## config.mk

```make
export PLATFORM = sky130hd
export DESIGN_NAME = truth_table_sweeper
export DESIGN_NICKNAME = d
export VERILOG_FILES = /design/src/rtl/truth_table_sweeper.sv
export SDC_FILE = /design/constraint.sdc
export NUM_CORES = 1
export LEC_CHECK = 0
export ABC_AREA = 1
export CORE_ASPECT_RATIO = 1.1
export CORE_MARGIN = 4
export CORE_UTILIZATION = 32
export DETAILED_ROUTE_END_ITERATION = 10
export GPL_TIMING_DRIVEN = 0
export HOLD_SLACK_MARGIN = 0.08
export PLACE_DENSITY = 0.65
export REMOVE_ABC_BUFFERS = 1
export SYNTH_ARGS = -nofsm -noshare
export SYNTH_HDL_FRONTEND = slang
export SYNTH_SLANG_ARGS = --single-unit
export TNS_END_PERCENT = 1
```

## constraint.sdc

```tcl
create_clock -name clk -period 3 [get_ports clk]
set_clock_uncertainty 0.2 [all_clocks]
set_input_delay 0.3 -clock clk [delete_from_list [all_inputs] [get_ports clk]]
set_output_delay 0.3 -clock clk [all_outputs]
set_load 0.02 [all_outputs]
```

## src/rtl/truth_table_sweeper.sv

```systemverilog
// Exhaustive 4-input truth-table sweeper: applies all 16 vectors, waits SETTLE
// cycles per vector, captures f_a and counts f_a/f_b disagreements.
module truth_table_sweeper #(
  parameter int unsigned SETTLE = 2
) (
  input  logic        clk,
  input  logic        rst,
  input  logic        start,
  input  logic        abort,
  input  logic        f_a,
  input  logic        f_b,
  output logic [3:0]  vec,
  output logic        busy,
  output logic        done,
  output logic        pass,
  output logic [15:0] table_a,
  output logic [4:0]  mismatch_cnt,
  output logic [3:0]  first_bad,
  output logic        first_bad_vld
);

  typedef enum logic [1:0] {
    S_IDLE   = 2'd0,
    S_SETTLE = 2'd1,
    S_SAMPLE = 2'd2,
    S_DONE   = 2'd3
  } state_t;

  localparam logic [3:0] SETTLE_LAST = 4'(SETTLE - 1);

  state_t      state_q, state_d;
  logic [3:0]  vec_q, vec_d;
  logic [3:0]  cnt_q, cnt_d;
  logic [15:0] table_q, table_d;
  logic [4:0]  mcnt_q, mcnt_d;
  logic [3:0]  fb_q, fb_d;
  logic        fbv_q, fbv_d;
  logic        pass_q, pass_d;
  logic        done_q, done_d;
  logic        busy_q, busy_d;

  // State and result registers
  always_ff @(posedge clk or posedge rst) begin
    if (rst) begin
      state_q <= S_IDLE;
      vec_q   <= 4'd0;
      cnt_q   <= 4'd0;
      table_q <= 16'h0000;
      mcnt_q  <= 5'd0;
      fb_q    <= 4'd0;
      fbv_q   <= 1'b0;
      pass_q  <= 1'b0;
      done_q  <= 1'b0;
      busy_q  <= 1'b0;
    end else begin
      state_q <= state_d;
      vec_q   <= vec_d;
      cnt_q   <= cnt_d;
      table_q <= table_d;
      mcnt_q  <= mcnt_d;
      fb_q    <= fb_d;
      fbv_q   <= fbv_d;
      pass_q  <= pass_d;
      done_q  <= done_d;
      busy_q  <= busy_d;
    end
  end

  // Next-state and result update logic
  always_comb begin
    state_d = state_q;
    vec_d   = vec_q;
    cnt_d   = cnt_q;
    table_d = table_q;
    mcnt_d  = mcnt_q;
    fb_d    = fb_q;
    fbv_d   = fbv_q;
    pass_d  = pass_q;
    done_d  = 1'b0;

    case (state_q)
      S_IDLE: begin
        if (start) begin
          state_d = S_SETTLE;
          vec_d   = 4'd0;
          cnt_d   = 4'd0;
          table_d = 16'h0000;
          mcnt_d  = 5'd0;
          fb_d    = 4'd0;
          fbv_d   = 1'b0;
          pass_d  = 1'b0;
        end else begin
          state_d = S_IDLE;
        end
      end
      S_SETTLE: begin
        if (abort) begin
          state_d = S_IDLE;
        end else if (cnt_q == SETTLE_LAST) begin
          state_d = S_SAMPLE;
          cnt_d   = cnt_q + 4'd1;
        end else begin
          cnt_d   = cnt_q + 4'd1;
        end
      end
      S_SAMPLE: begin
        // Abort wins over the sample write so partial results stop at the last full vector
        if (abort) begin
          state_d = S_IDLE;
        end else begin
          table_d[vec_q] = f_a;
          if (f_a != f_b) begin
            mcnt_d = mcnt_q + 5'd1;
            if (!fbv_q) begin
              fb_d  = vec_q;
              fbv_d = 1'b1;
            end else begin
              fbv_d = fbv_q;
            end
          end else begin
            mcnt_d = mcnt_q;
          end
          if (vec_q != 4'd15) begin
            vec_d   = vec_q + 4'd1;
            cnt_d   = 4'd0;
            state_d = S_SETTLE;
          end else begin
            state_d = S_DONE;
            done_d  = 1'b1;
          end
        end
      end
      S_DONE: begin
        pass_d  = (mcnt_q == 5'd0);
        state_d = S_IDLE;
      end
      default: begin
        state_d = S_IDLE;
      end
    endcase

    busy_d = (state_d != S_IDLE);
  end

  assign vec           = vec_q;
  assign busy          = busy_q;
  assign done          = done_q;
  assign pass          = pass_q;
  assign table_a       = table_q;
  assign mismatch_cnt  = mcnt_q;
  assign first_bad     = fb_q;
  assign first_bad_vld = fbv_q;

endmodule
```

**After elaboration in Yosys (flattened, before gate mapping)**

Index checks and enable logic that the tools add are counted.

- Flip-flop bits (word level): 39
- Output and inout bits: 33
- Word-level logic and storage cells: 76

- Add/sub/neg operators: 3
- Order comparisons: 2
- Equal/unequal tests: 12
- Muxes and demuxes: 36
- Reductions and logical operators: 13

Operator list:

| operator | count |
|---|---|
| $mux W4 | 9 |
| $mux W16 | 2 |
| $pmux W16 S2 | 1 |
| $bwmux W16 | 1 |
| $pmux W4 S2 | 2 |
| $mux W5 | 3 |
| $ne A2 B2 Y1 const B | 6 |
| $pmux W4 S3 | 1 |
| $pmux W5 S2 | 1 |
| $reduce_and A5 Y1 | 2 |
| $add A4 B1 Y4 const B | 2 |
| $mux W1 | 8 |
| $mux W2 | 4 |
| $pmux W2 S4 | 1 |
| $reduce_and A4 Y1 | 2 |
| $reduce_bool A2 Y1 | 3 |
| $add A5 B1 Y5 const B | 1 |
| $logic_not A5 Y1 | 1 |
| $lt A4 B5 Y1 const B | 1 |
| $demux W1 S4 | 1 |
| $eq A2 B2 Y1 const B | 2 |
| $eq A4 B1 Y1 const B | 1 |
| $ge A4 B1 Y1 const B | 1 |
| $ne A4 B4 Y1 const B | 1 |
| other kinds (8) | 9 |

**Logic depth before layout (Yosys ltp)**

- Word-level depth: 7
- Mapped depth: 9
- Depth with buffers taken out: 7

**Worst setup path before layout**

Ideal clock, no wire load.

- Path type: register to register
- From: register vec_q[0] (netlist: vec[0])
- To: register vec_q[0] (netlist: vec[0])
- Arrival: 1.366 ns
- Required time: 2.716 ns
- Setup slack: 1.350 ns
- Cell stages (with the launch flop): 8
- Path buffers: 0
- Cell sequence: dfrtp_1 > ha_1 > nand3_1 > nor2_1 > inv_1 > nand2_2 > nand2_1 > o21ai_0

- Longest elaborated chain between the ends: 4
- Elaborated cells between the ends (all ways): 7
- Those cells by class: 1 x add/sub; 2 x eq/ne; 3 x mux; 1 x reduce/logical

Ends and longest elaborated chain:

| item | line | source |
|---|---|---|
| start: declaration | 32 | `logic [3:0] vec_q, vec_d;` |
| start signal: assignment | 57 | `vec_q <= vec_d;` |
| $add A4 B1 Y4 | 124 | `vec_d = vec_q + 4'd1;` |
| $mux W4 | 123 | `if (vec_q != 4'd15) begin` |
| $mux W4 | 108 | `if (abort) begin` |
| $pmux W4 S2 | 81 | `case (state_q)` |

Parallel ways exist; a longest one is shown, timed or not. The select of a mux whose other input is x is not followed.
A chain may end at the register's enable or synchronous reset.

**Final worst setup path**

- From: register state_q[0]
- To: register table_q[6] (netlist: table_a[6])

- Longest elaborated chain between the ends: 3
- Elaborated cells between the ends (all ways): 7
- Those cells by class: 3 x eq/ne; 1 x mux; 3 x reduce/logical

Ends and longest elaborated chain:

| item | line | source |
|---|---|---|
| start: declaration | 31 | `state_t state_q, state_d;` |
| start signal: assignment | 56 | `state_q <= state_d;` |
| $eq A2 B2 Y1 or $logic_not A2 Y1 (tied branches) | 81 |  |
| $ne A2 B2 Y1 (no source line) or $reduce_bool A2 Y1 (tied branches) | -- |  |
| $reduce_and A3 Y1 (no source line) | -- |  |
| end signal: assignment | 59 | `table_q <= table_d;` |
| end: declaration | 34 | `logic [15:0] table_q, table_d;` |

Parallel ways exist; a longest one is shown, timed or not.

==> qor_table.md <==
| Parameter | Reported | Unit |
| --- | --- | --- |
| Sink count of the clock tree | 39 | - |
| Root Buffer Master | sky130_fd_sc_hd__clkbuf_8 | - |
| # diodes | 0 | - |
| Max_cap viols | 0 | - |
| Cts repair resizes | 0 | - |
| Crit path launch type | flop | - |
| Final-stage net count | 326 | - |
| Power density cells | 547 | mW/mm² |
| Number of buffers created by CTS | 5 | - |
| Placed inst area | 0.00260 | mm² |
| Mean routed wirelength per cell | 12.0 | µm |
| Count of port buffers added during placement | 38 | - |
| Pre-CTS setup slack | 0.703 | ns |
| Number of vias after detailed routing | 1,896 | - |
| Routability cong. | 0.804 | - |
| Footprint of the multi-input gates | 0.00104 | mm² |
| Sum of routed wire length over all layers | 4.75 | mm |
| Final Core Density | 0.407 | - |
| Floorplan Core Area | 0.00667 | mm² |
| Deepest level of the CTS H-tree | 2 | - |
| TritonCTS clock tree | done | - |
| Post-Synthesis Cells | 278 | - |
| Vertical extent of the die | 95.3 | µm |
| Mean instance size in the synthesized netlist | 7.98 | µm² |
| Clock Tree Buf Depth | 2 | - |
| Hold_ws | 0.272 | ns |
| Result of the run | finished clean | - |
| Number of flip-flops and latches in the synthesized netlist | 39 | - |
| Critical path origin | state_q[0]$_DFF_PP0_ | - |
| Proportion of synthesized chip area in sequential cells | 0.440 | - |
| Worst-path fanout max | 22 | - |
| Area of all placed cells without fillers | 0.00272 | mm² |
| Normalized max-slew margin | 0.408 | - |
| Max Slew Vio Count | 0 | - |
| Startpoint of the worst-slack reg-to-reg timing path | state_q[0]$_DFF_PP0_ | - |
| Synthesis-to-finish area growth | 22.5 | % |
| DR DRC count | 0 | - |
| Crit path time final | 2.27 | ns |
| Pin count of the biggest net entering global routing | 40 | - |
| Die area | 0.00833 | mm² |
| Core Rows | 31 | - |
| Total grt overflow | 0 | - |
| FF+latch area | 976 | µm² |
| Top achievable clock speed | 441 | MHz |
| Number of library cell types mapped by synthesis | 26 | - |
| Global-route usage over all layers | 0.127 | - |
| WS Path Type | flop to flop | - |
| Min setup slack post-route | 0.735 | ns |
| Count of hold buffers inserted by post-cts repair | 0 | - |
| Fill cells | 680 | - |
| Type of the most critical hold path | flop to flop | - |
| CP Data Required Time | 3.03 | ns |
| Setup-failing EPs final | 0 | - |
| Setup bufs post-CTS | 0 | - |
| Top Ports | 39 | - |
| First-pass GRT wire length | 8.33 | mm |
| Number of DRC markers after the initial detailed-route iteration | 110 | - |
| Fraction of final layout cells with drive strength greater than 1 | 0.105 | - |
| Final hold vios | 0 | - |
| Number of global-route vias before repair | 1,842 | - |
| Tcrit/Tclk final | 0.755 | - |
| RSZ-0062 raised after global routing | false | - |
| Data arrival time of the critical path | 2.30 | ns |
| Source of the worst hold timing path | table_a[8]$_DFFE_PP0P_ | - |
| Placed wire-length estimate after detailed placement | 3.41 | mm |
| Yosys warnings | 0 | - |
| Vias/cell | 4.80 | - |
| Initial antenna violation count | 0 | - |
| Starting density of the core | 0.333 | - |
| Critical path capture point type | flop | - |
| Leakage | 1.27 | nW |
| Clock-pin slew on the worst setup and hold paths | 0.08 | ns |
| Chip Width | 87.4 | µm |
| Sum Neg Setup Slack | 0 | ns |
| Residual antenna-violating net count after detailed routing | 0 | - |
| Worst vdd ir | 248 | µV |
| Drt pass-1 iters | 4 | - |
| Insertion delay to the later sink of the worst-skew pair | 0.29 | ns |
| Pin slew with the least headroom to its limit | 0.888 | ns |
| Cell Area, Synth | 0.00222 | mm² |
==> cell usage in the layout (no fill, tap or decap), types with 3 or more instances in the layout <==
master | synthesis | layout
sky130_fd_sc_hd__clkbuf_8 | 0 | 6
sky130_fd_sc_hd__clkdlybuf4s50_1 | 0 | 38
sky130_fd_sc_hd__dfrtp_1 | 39 | 39
sky130_fd_sc_hd__ha_1 | 8 | 8
sky130_fd_sc_hd__inv_1 | 24 | 23
sky130_fd_sc_hd__inv_2 | 2 | 3
sky130_fd_sc_hd__nand2_1 | 87 | 87
sky130_fd_sc_hd__nand3_1 | 29 | 29
sky130_fd_sc_hd__nand3_2 | 11 | 11
sky130_fd_sc_hd__nand4_1 | 5 | 5
sky130_fd_sc_hd__nor2_1 | 25 | 25
sky130_fd_sc_hd__o21ai_0 | 19 | 19
sky130_fd_sc_hd__o21ai_2 | 6 | 6
==> metrics by stage <==
step	total power, mW	std cells
after floorplan	0.917	267
after global placement	1.04	387
after detailed placement	1.05	387
after CTS	1.51	395
after global routing	1.59	395
final	1.49	395
==> Yosys cell counts (all sizes together) <==
cell type,count,share of area
xor2,1,0.0039
buf,8,0.041
nand4,5,0.014
nand3b,1,0.0034
nor2,27,0.050
inv,26,0.044
a21oi,2,0.0045
ha,8,0.045
dfrtp,39,0.44
o21ai,27,0.071
o22ai,1,0.0028
nand2,90,0.16
nand3,40,0.12
clkbuf,3,0.0051
==> kinds of logic (layout without fill, tap and decap cells) <==
| logic type | Yosys count | after routing | synth area share |
|---|---|---|---|
| adder cells (fa/ha/maj) | 8 | 8 | 0.0451 |
| XOR/XNOR | 1 | 1 | 0.00395 |
| AND/OR/NAND/NOR | 163 | 163 | 0.343 |
| flip-flops | 39 | 39 | 0.440 |
| buffers and inverters | 37 | 72 | 0.0897 |
| AO/OA/AOI/OAI | 30 | 30 | 0.0784 |
==> layer usage <==
metal / track usage / up-vias / wire length (µm)
met5: 0 / - / 0
met4: 0.0384 / 0 / 60
met3: 0.0372 / 7 / 249
met2: 0.222 / 40 / 2350
met1: 0.150 / 890 / 2080
li1: - / 959 / -
==> critical path: stages, from the launching register on <==
cell and delay, ns:
sky130_fd_sc_hd__dfrtp_1 0.46, sky130_fd_sc_hd__nor2_4 0.33, sky130_fd_sc_hd__inv_2 0.23, sky130_fd_sc_hd__nor2_2 0.73
sky130_fd_sc_hd__nand3_1 0.15, sky130_fd_sc_hd__nand2_1 0.10
==> sequential cells by signal (all words and copies together), names as in the netlist <==
register       count
table_a           16
mismatch_cnt       5
cnt_q              4
first_bad          4
vec                4
state_q            2
busy               1
done               1
first_bad_vld      1
pass               1
==> layout make-up <==
type / count / share of cell area
clock buffers: 6 / 0.0304
inverters: 26 / 0.0359
flip-flops and latches: 39 / 0.359
multi-input cells: 202 / 0.384
clock inverters: 2 / 0.0129
well taps: 82 / 0.0378
repair buffers: 38 / 0.140
==> report_power, final <==
part / internal (mW) / total (mW) / leakage [nW] / switching [mW]
clock: 0.269 / 0.454 / 0.0612 / 0.185
combinational: 0.130 / 0.412 / 0.673 / 0.282
sequential: 0.568 / 0.619 / 0.539 / 0.0516
==> worst paths after layout <==
path	depth (start not counted)	slack [ns]	end
setup / recovery	5	0.73	table_a[6]$_DFFE_PP0P_
hold / removal	2	0.27	table_a[8]$_DFFE_PP0P_
setup reg to reg	5	0.73	table_a[6]$_DFFE_PP0P_
hold reg to reg	2	0.27	table_a[8]$_DFFE_PP0P_
max in group asynchronous	2	1.79	table_a[10]$_DFFE_PP0P_
min in group asynchronous	2	0.29	busy$_DFF_PP0_
No activity file was read; power rests on OpenSTA's default activity.
